File: config.mk
export PLATFORM = sky130hd
export DESIGN_NAME = yutorina_bus_master_if_flat
export DESIGN_NICKNAME = d
export VERILOG_FILES = /design/src/rtl/yutorina_bus_master_if_if.sv /design/src/rtl/yutorina_bus_master_if.sv /design/src/flat_wrapper.sv
export SDC_FILE = /design/constraint.sdc
export NUM_CORES = 1
export LEC_CHECK = 0
export CAP_MARGIN = 5
export CORE_MARGIN = 8
export CORE_UTILIZATION = 46
export CTS_CLUSTER_SIZE = 28
export DETAILED_ROUTE_END_ITERATION = 8
export PLACE_DENSITY = 0.8
export RECOVER_POWER = 50
export SLEW_MARGIN = 20
export SYNTH_ARGS = -nofsm -noshare
export SYNTH_HDL_FRONTEND = slang
export SYNTH_SLANG_ARGS = --single-unit
File: constraint.sdc
create_clock -name clock -period 2.3 [get_ports clock]
set_input_delay 0.345 -clock clock [delete_from_list [all_inputs] [get_ports clock]]
set_output_delay 0.345 -clock clock [all_outputs]
set_load 0.005 [all_outputs]
File: src/rtl/yutorina_bus_master_if_if.sv
// rtl/yutorina_bus_master_if_if.sv - shared-bus signal bundle between a bus master and the arbiter/slaves
interface yutorina_bus_master_if_if #(
  parameter int ADDR_W = 30,
  parameter int DATA_W = 32
);
  logic              bus_req_;
  logic              bus_grant_;
  logic [ADDR_W-1:0] bus_addr;
  logic              bus_as_;
  logic              bus_rw;
  logic [DATA_W-1:0] bus_wr_data;
  logic [DATA_W-1:0] bus_rd_data;
  logic              bus_rdy_;

  modport master (
    output bus_req_, bus_addr, bus_as_, bus_rw, bus_wr_data,
    input  bus_grant_, bus_rd_data, bus_rdy_
  );

  modport slave (
    input  bus_req_, bus_addr, bus_as_, bus_rw, bus_wr_data,
    output bus_grant_, bus_rd_data, bus_rdy_
  );
endinterface

File: src/rtl/yutorina_bus_master_if.sv
// rtl/yutorina_bus_master_if.sv - per-master CPU-to-shared-bus interface; optional watchdog via YUTORINA_BUS_TIMEOUT_EN
module yutorina_bus_master_if #(
  parameter int ADDR_W         = 30,
  parameter int DATA_W         = 32,
  parameter int TIMEOUT_CYCLES = 255
) (
  input  logic              clock,
  input  logic              reset,
  input  logic              cpu_req_en,
  input  logic              cpu_rw,
  input  logic [ADDR_W-1:0] cpu_addr,
  input  logic [DATA_W-1:0] cpu_wr_data,
  input  logic              stall,
  input  logic              flush,
  output logic [DATA_W-1:0] cpu_rd_data,
  output logic              cpu_busy,
  output logic              cpu_bus_err,
  yutorina_bus_master_if_if.master bus
);

  typedef enum logic [1:0] {
    IDLE   = 2'd0,
    REQ    = 2'd1,
    ACCESS = 2'd2,
    STALL  = 2'd3
  } state_t;

  state_t            state_q, state_d;
  logic              req_q, req_d;
  logic              as_q, as_d;
  logic              rw_q, rw_d;
  logic [ADDR_W-1:0] addr_q, addr_d;
  logic [DATA_W-1:0] wdata_q, wdata_d;
  logic              lat_rw_q, lat_rw_d;
  logic [ADDR_W-1:0] lat_addr_q, lat_addr_d;
  logic [DATA_W-1:0] lat_wdata_q, lat_wdata_d;
  logic [DATA_W-1:0] rd_buf_q, rd_buf_d;
  logic              finish_access;

`ifdef YUTORINA_BUS_TIMEOUT_EN
  localparam int CNT_W = $clog2(TIMEOUT_CYCLES) + 1;
  logic [CNT_W-1:0] cnt_q, cnt_d;
  logic             err_q, err_d;
`endif

  assign bus.bus_req_    = req_q;
  assign bus.bus_as_     = as_q;
  assign bus.bus_rw      = rw_q;
  assign bus.bus_addr    = addr_q;
  assign bus.bus_wr_data = wdata_q;

  // Next-state and next-value logic for the request/strobe/access sequence
  always_comb begin
    state_d       = state_q;
    req_d         = req_q;
    as_d          = 1'b1;
    rw_d          = rw_q;
    addr_d        = addr_q;
    wdata_d       = wdata_q;
    lat_rw_d      = lat_rw_q;
    lat_addr_d    = lat_addr_q;
    lat_wdata_d   = lat_wdata_q;
    rd_buf_d      = rd_buf_q;
    finish_access = 1'b0;
`ifdef YUTORINA_BUS_TIMEOUT_EN
    cnt_d         = cnt_q;
    err_d         = 1'b0;
`endif
    case (state_q)
      IDLE: begin
        if (cpu_req_en && !flush) begin
          req_d       = 1'b0;
          lat_rw_d    = cpu_rw;
          lat_addr_d  = cpu_addr;
          lat_wdata_d = cpu_wr_data;
          state_d     = REQ;
        end
      end
      REQ: begin
        if (flush) begin
          req_d   = 1'b1;
          state_d = IDLE;
        end else if (!bus.bus_grant_) begin
          as_d    = 1'b0;
          rw_d    = lat_rw_q;
          addr_d  = lat_addr_q;
          wdata_d = lat_wdata_q;
`ifdef YUTORINA_BUS_TIMEOUT_EN
          cnt_d   = '0;
`endif
          state_d = ACCESS;
        end
      end
      ACCESS: begin
        if (!bus.bus_rdy_) begin
          rd_buf_d      = bus.bus_rd_data;
          finish_access = 1'b1;
`ifdef YUTORINA_BUS_TIMEOUT_EN
        end else if (cnt_q == CNT_W'(TIMEOUT_CYCLES - 1)) begin
          rd_buf_d      = '0;
          err_d         = 1'b1;
          finish_access = 1'b1;
        end else begin
          cnt_d = cnt_q + 1'b1;
`endif
        end
        // Releasing the request here hands the bus back to the arbiter
        if (finish_access) begin
          req_d   = 1'b1;
          addr_d  = '0;
          rw_d    = 1'b1;
          wdata_d = '0;
          state_d = stall ? STALL : IDLE;
        end
      end
      STALL: begin
        if (!stall) state_d = IDLE;
      end
      default: state_d = IDLE;
    endcase
  end

  // Registered state and bus outputs
  always_ff @(posedge clock) begin
    if (reset) begin
      state_q     <= IDLE;
      req_q       <= 1'b1;
      as_q        <= 1'b1;
      rw_q        <= 1'b1;
      addr_q      <= '0;
      wdata_q     <= '0;
      lat_rw_q    <= 1'b1;
      lat_addr_q  <= '0;
      lat_wdata_q <= '0;
      rd_buf_q    <= '0;
    end else begin
      state_q     <= state_d;
      req_q       <= req_d;
      as_q        <= as_d;
      rw_q        <= rw_d;
      addr_q      <= addr_d;
      wdata_q     <= wdata_d;
      lat_rw_q    <= lat_rw_d;
      lat_addr_q  <= lat_addr_d;
      lat_wdata_q <= lat_wdata_d;
      rd_buf_q    <= rd_buf_d;
    end
  end

`ifdef YUTORINA_BUS_TIMEOUT_EN
  // Watchdog counter and one-cycle error pulse
  always_ff @(posedge clock) begin
    if (reset) begin
      cnt_q <= '0;
      err_q <= 1'b0;
    end else begin
      cnt_q <= cnt_d;
      err_q <= err_d;
    end
  end

  assign cpu_bus_err = err_q;
`else
  assign cpu_bus_err = 1'b0;
`endif

  // CPU-side stall and load-data return; live bus data is forwarded in the ready cycle
  always_comb begin
    cpu_busy    = 1'b0;
    cpu_rd_data = rd_buf_q;
    case (state_q)
      IDLE:    cpu_busy = cpu_req_en && !flush;
      REQ:     cpu_busy = 1'b1;
      ACCESS: begin
        cpu_busy = bus.bus_rdy_;
        if (!bus.bus_rdy_) cpu_rd_data = bus.bus_rd_data;
      end
      STALL:   cpu_busy = 1'b0;
      default: cpu_busy = 1'b0;
    endcase
  end

endmodule
File: src/flat_wrapper.sv
// flat-port wrapper written by rule: the top's interface ports become plain ports
module yutorina_bus_master_if_flat 
#(
  parameter int ADDR_W         = 30,
  parameter int DATA_W         = 32,
  parameter int TIMEOUT_CYCLES = 255
)
  (clock, reset, cpu_req_en, cpu_rw, cpu_addr, cpu_wr_data, stall, flush, cpu_rd_data, cpu_busy, cpu_bus_err, bus_bus_req_, bus_bus_addr, bus_bus_as_, bus_bus_rw, bus_bus_wr_data, bus_bus_grant_, bus_bus_rd_data, bus_bus_rdy_);
  yutorina_bus_master_if_if #(.ADDR_W(ADDR_W), .DATA_W(DATA_W)) bus_i ();
  input  logic clock;
  input  logic reset;
  input  logic cpu_req_en;
  input  logic cpu_rw;
  input  logic [ADDR_W-1:0] cpu_addr;
  input  logic [DATA_W-1:0] cpu_wr_data;
  input  logic stall;
  input  logic flush;
  output logic [DATA_W-1:0] cpu_rd_data;
  output logic cpu_busy;
  output logic cpu_bus_err;
  output wire logic [$bits(bus_i.bus_req_)-1:0] bus_bus_req_;
  output wire logic [$bits(bus_i.bus_addr)-1:0] bus_bus_addr;
  output wire logic [$bits(bus_i.bus_as_)-1:0] bus_bus_as_;
  output wire logic [$bits(bus_i.bus_rw)-1:0] bus_bus_rw;
  output wire logic [$bits(bus_i.bus_wr_data)-1:0] bus_bus_wr_data;
  input wire logic [$bits(bus_i.bus_grant_)-1:0] bus_bus_grant_;
  input wire logic [$bits(bus_i.bus_rd_data)-1:0] bus_bus_rd_data;
  input wire logic [$bits(bus_i.bus_rdy_)-1:0] bus_bus_rdy_;
  assign bus_bus_req_ = bus_i.bus_req_;
  assign bus_bus_addr = bus_i.bus_addr;
  assign bus_bus_as_ = bus_i.bus_as_;
  assign bus_bus_rw = bus_i.bus_rw;
  assign bus_bus_wr_data = bus_i.bus_wr_data;
  assign bus_i.bus_grant_ = bus_bus_grant_;
  assign bus_i.bus_rd_data = bus_bus_rd_data;
  assign bus_i.bus_rdy_ = bus_bus_rdy_;
  yutorina_bus_master_if #(.ADDR_W(ADDR_W), .DATA_W(DATA_W), .TIMEOUT_CYCLES(TIMEOUT_CYCLES)) u_core (.clock(clock), .reset(reset), .cpu_req_en(cpu_req_en), .cpu_rw(cpu_rw), .cpu_addr(cpu_addr), .cpu_wr_data(cpu_wr_data), .stall(stall), .flush(flush), .cpu_rd_data(cpu_rd_data), .cpu_busy(cpu_busy), .cpu_bus_err(cpu_bus_err), .bus(bus_i));
endmodule
Word-level counts from Yosys, hierarchy flattened
Index checks and enable logic that the tools add are counted.
- flip-flop bits (word level): 162
- bits of input ports: 102
- output and inout bits: 99
- equality and inequality tests: 10
- muxes and demuxes: 28
- reductions and logical operators: 10
- bitwise gates (word level): 1
- operator list (kind ; number):
    $mux W32 ; 5
    $mux W30 ; 3
    $pmux W32 S2 ; 1
    $pmux W30 S2 ; 1
    $mux W2 ; 6
    $reduce_and A4 Y1 ; 3
    $mux W1 ; 8
    $ne A2 B2 Y1 const B ; 4
    $pmux W2 S4 ; 1
    $eq A2 B2 Y1 const B ; 2
    $ne A2 B1 Y1 const B ; 2
    $pmux W1 S4 ; 1
    $ne A3 B3 Y1 const B ; 1
    $pmux W1 S3 ; 1
    $reduce_bool A3 Y1 ; 1
    $reduce_or A3 Y1 ; 1
    $eq A2 B1 Y1 const B ; 1
    $logic_not A2 Y1 ; 1
    $pmux W1 S2 ; 1
    $reduce_and A2 Y1 ; 1
    $reduce_bool A2 Y1 ; 1
    $logic_and A1 B1 Y1 ; 1
    $logic_not A1 Y1 ; 1
    $not A1 Y1 ; 1

Longest topological paths before layout
- depth after elaboration: 4
- gate-level depth with buffers: 8

Least setup slack after synthesis
OpenSTA, ideal clock, no wires.
- path kind: reg2out
- from: register u_core.state_q[0]
- to: output cpu_rd_data[0]
- setup slack: 0.415 ns
- cell stages (with the launch flop): 7
- data arrival time: 1.540 ns
- buffers on the path: 2
- data required time: 1.955 ns
- cells stage by stage: dfxtp_1 inv_1 ha_1 nand2b_1 clkbuf_1 buf_2 mux2_1
- longest elaborated chain between the ends: 2
- ends and longest elaborated chain (element ; RTL line ; text):
    start: declaration ; yutorina_bus_master_if.sv:28 ; state_t state_q, state_d;
    start signal: assignment ; yutorina_bus_master_if.sv:137 ; state_q <= state_d;
    $eq A2 B2 Y1 ; yutorina_bus_master_if.sv:171 ; case (state_q)
    $mux W32 ; yutorina_bus_master_if.sv:171 ;
    end: declaration ; flat_wrapper.sv:18 ; output logic [DATA_W-1:0] cpu_rd_data;
Every way passes these cells.

Worst setup path in the final report
- from: register u_core.state_q[1]
- to: output cpu_rd_data[9]
Same word-level chain as after synthesis.

==> impl_summary.txt <==
----------------------------------------------------
[Timing]
  Slew @ Worst Pin ... between 800 and 900 ps
  Slew headroom ... between 40 and 50%
  Shortest period the worst path allows ... around 2200 ps
  Final Slew Violations ... 0
  Count of endpoints failing setup in the final report ... 0
  Fin worst setup slack ... 76.27 ps
  Final hold violations ... 0
  Part of the cycle the worst path needs ... 96.68%
  Worst Clk Skew ... around 7.2 ps
  Top achievable clock speed ... 449.7 MHz
  RSZ-0062 raised after global routing ... false

[Synthesis]
  Count of mapped cells out of synthesis ... 700
  Number of nets in the synthesized netlist ... 810
  Cell types occupying the most area after synthesis ... dfxtp_1 52%, nand2_1 12%, a21oi_1 10%, nand3b_1 7.7%, mux2_1 5.8%
  Number of flip-flops and latches in the synthesized netlist ... around 160
  Sequential area share after synthesis ... between 50% and 60%
  Post-Syn Area ... 6227 µm²
  Count of yosys warnings during synthesis ... 0
  Synthesized area divided by synthesized cell count ... roughly 8.9 µm²
  Distinct cell type count of the synthesized netlist ... 29
  Fraction of post-synthesis cell area in the top cell type by area ... approximately 52%
  Synth area leader ... dfxtp_1

[Min path]
  Min-Delay Startpoint ... u_core.bus.bus_wr_data[21]
  Type of the worst min-delay path ... reg -> reg
  Cell count of the worst hold path ... 2
  Hold EP ... u_core.bus.bus_wr_data[21]

[Die]
  Vertical die dimension ... about 130 µm
  Standard cell core area ... about 13000 µm²
  I/O pin total ... between 200 and 250
  Floorplan row count ... 42
  Width of the die ... ~130 µm
  Die ar. ... between 15000 and 20000 µm²
  Starting utilization of the core area ... between 40% and 50%

[Cells and area]
  Share of cells above drive strength 1 ... 10.26%
  Most common cell after layout, fill and taps aside ... nand2_1
  Fillers ... about 1100
  Number of inserted diodes ... 0
  Commonest cells after routing, fill and taps aside ... 193 x nand2_1, 161 x clkdlybuf4s50_1, 161 x dfxtp_1
  Final-stage net count ... ~1000
  Layout Utilization ... between 60 and 70%
  Area growth from synthesis to layout ... 46.90%
  Final non-filler cell total ... about 1100

[Power]
  Total power divided by cell area ... roughly 730 nW/µm²
  Static power due to leakage ... roughly 3.5 nW
  Total power ... 6.685 mW
  VDD IR-drop max ... about 0.57 mV

[Global route]
  Aggregate global-route resource usage ... 19.37%
  Pin count of the biggest net entering global routing ... 72
  Overflow left after global routing ... 0
  Antenna violations before repair ... 0
  Global-route wire length before repair ... approximately 28000 µm
  Vias in the first global route ... around 5300

[CTS]
  Sink Count ... between 150 and 200
  Cts hold-fix bufs ... 0
  Clock transition at the registers of the reported paths ... ~60 ps
  Clock H-tree levels ... 4
  Max Buffers Root-to-Sink ... 2
  Clock tree root buffer cell ... clkbuf_16
  TritonCTS clock tree ... done
  Clock Latency Late Sink ... between 400 and 500 ps
  TritonCTS Buffers ... 17

[Flow run]
  Max-cap violations ... 0

[Placement]
  Number of cells in the design after placement ... between 1000 and 1500
  Total of buffers placed on input and output ports ... 199
  Routability congestion estimate from global placement ... around 0.81
  DPL Wire Length ... 11100 µm
  Pre-CTS worst setup slack ... -96.29 ps

[Worst setup path]
  Launching point of the worst reg2reg path ... u_core.state_q[1]
  Worst reg2reg endpoint ... u_core.lat_wdata_q[4]
  Crit path capture type ... output port
  Crit path kind ... reg -> out
  Worst R2R Setup Slack ... approximately 200 ps
  Worst endpoint required time ... between 1500 and 2000 ps
  CP max FO ... 8
  Arrival time at the worst endpoint ... 1880 ps
  CP startpoint kind ... flop
  R2R depth ... 7

[Detailed routing]
  Routed wire length ... 17220 µm
  Detailed-route via count ... 5352
  TritonRoute pass-1 iters ... 4
  Routed WL per cell ... roughly 16 µm
  DRC Markers ... 0
  Iteration-0 DRC count of the detailed router ... 293
  Final antenna-violating net count ... 0
  Mean number of vias per cell ... 4.988

[Outcome]
  Outcome ... complete, no violations

----------------------------------------------------
what timing repair did:
item	4_1_cts	5_1_grt
pin swaps	0	0
endpoints found under the setup margin	33	32
hold endpoints to repair	0	0
resized for setup	66	13
buffers inserted	2	2
cloned	2	0
power breakdown:
| part | leakage, nW | internal (mW) | switching, mW |
|---|---|---|---|
| Sequential | 1.31 | 2.90 | 0.0420 |
| Combinational | 1.87 | 0.345 | 0.351 |
| Clock | 0.313 | 1.97 | 1.08 |
| Total | 3.49 | 5.22 | 1.47 |
logic make-up (layout without fill, tap and decap cells):
kind of cell,Yosys count,count (layout),share of synthesized area (%)
simple gates,304,304,23.99
flops,162,162,52.08
compound gates,134,134,11.45
buf+inv,59,256,5.023
mux,32,32,5.787
fa+ha+maj,8,8,1.607
other cells,1,1,0.06022
per-layer routing:
metal	vias to the layer above	part of all wire [%]	wire length, µm	global-route usage, %
li1	2682	-	-	-
met1	2476	44	7505	22.47
met2	176	48	8190	32.36
met3	18	7.2	1247	6.745
met4	0	1.6	274	6.877
met5	-	0	0	0
synth_stat cells:
| library cell | instances |
|---|---|
| nor3b_1 | 1 |
| a221o_1 | 1 |
| a211o_1 | 1 |
| and2_1 | 1 |
| nand2_1 | 194 |
| inv_1 | 4 |
| nand2b_2 | 2 |
| nand2b_1 | 2 |
| mux2_1 | 32 |
| nor3_1 | 2 |
| conb_1 | 1 |
| nand3b_1 | 64 |
| buf_4 | 1 |
| nor2b_1 | 33 |
| clkbuf_1 | 32 |
| nor2_1 | 3 |
| a21oi_1 | 126 |
| a211oi_1 | 1 |
| buf_6 | 6 |
| and2_2 | 1 |
| o2111ai_1 | 2 |
| dfxtp_1 | 162 |
| a221oi_4 | 1 |
| ha_1 | 8 |
| o21bai_1 | 1 |
| or3_1 | 1 |
| o21ai_1 | 1 |
| buf_2 | 10 |
| dlygate4sd1_1 | 6 |
worst max-delay path, stage by stage, from the launching register on:
cell and delay, ps:
dfxtp_1 370, ha_4 170, nand2b_4 90, buf_6 130, buf_12 140, buf_4 130, mux2_4 290, clkbuf_2 130
sequential cells by signal, indices dropped and copies added, names as in the netlist, 2 cells and up:
name                    cells
u_core.lat_wdata_q         32
u_core.bus.bus_addr        30
u_core.rd_buf_q            32
u_core.bus.bus_wr_data     32
u_core.state_q              2
u_core.lat_addr_q          30
worst max path at each step:
stage / end / startpoint / slack [ps]
6_report: cpu_rd_data[9] / u_core.state_q[1] / 80
5_1_grt: cpu_rd_data[9] / u_core.state_q[0] / 4
3_3_place_gp: cpu_rd_data[18] / bus_bus_rdy_ / -70
2_1_floorplan: cpu_rd_data[0] / u_core.state_q[0] / 420
3_5_place_dp: cpu_rd_data[9] / bus_bus_rdy_ / -100
4_1_cts: cpu_rd_data[16] / u_core.state_q[0] / -30
area by class of cell:
class	count	area, µm²	share of cell area (%)
flip-flops and latches	162	3244	35.47
clock buffers	21	460.4	5.034
clock inverters	10	181.4	1.983
repair buffers	221	2227	24.35
multi-input cells	479	2799	30.60
well taps	176	220.2	2.407
inverters	4	15.01	0.1641
per-stage QoR:
step	hold WS (ps)	TNS (ps)	cell area [µm²]
5_1_grt	461.3	0	9148
2_1_floorplan	436.4	0	6227
3_3_place_gp	436.6	-1704	8362
3_5_place_dp	442.5	-2415	8362
4_1_cts	450.2	-150.4	9171
6_report	447.1	0	9148
Note: power is estimated with default switching activity, not from simulation.
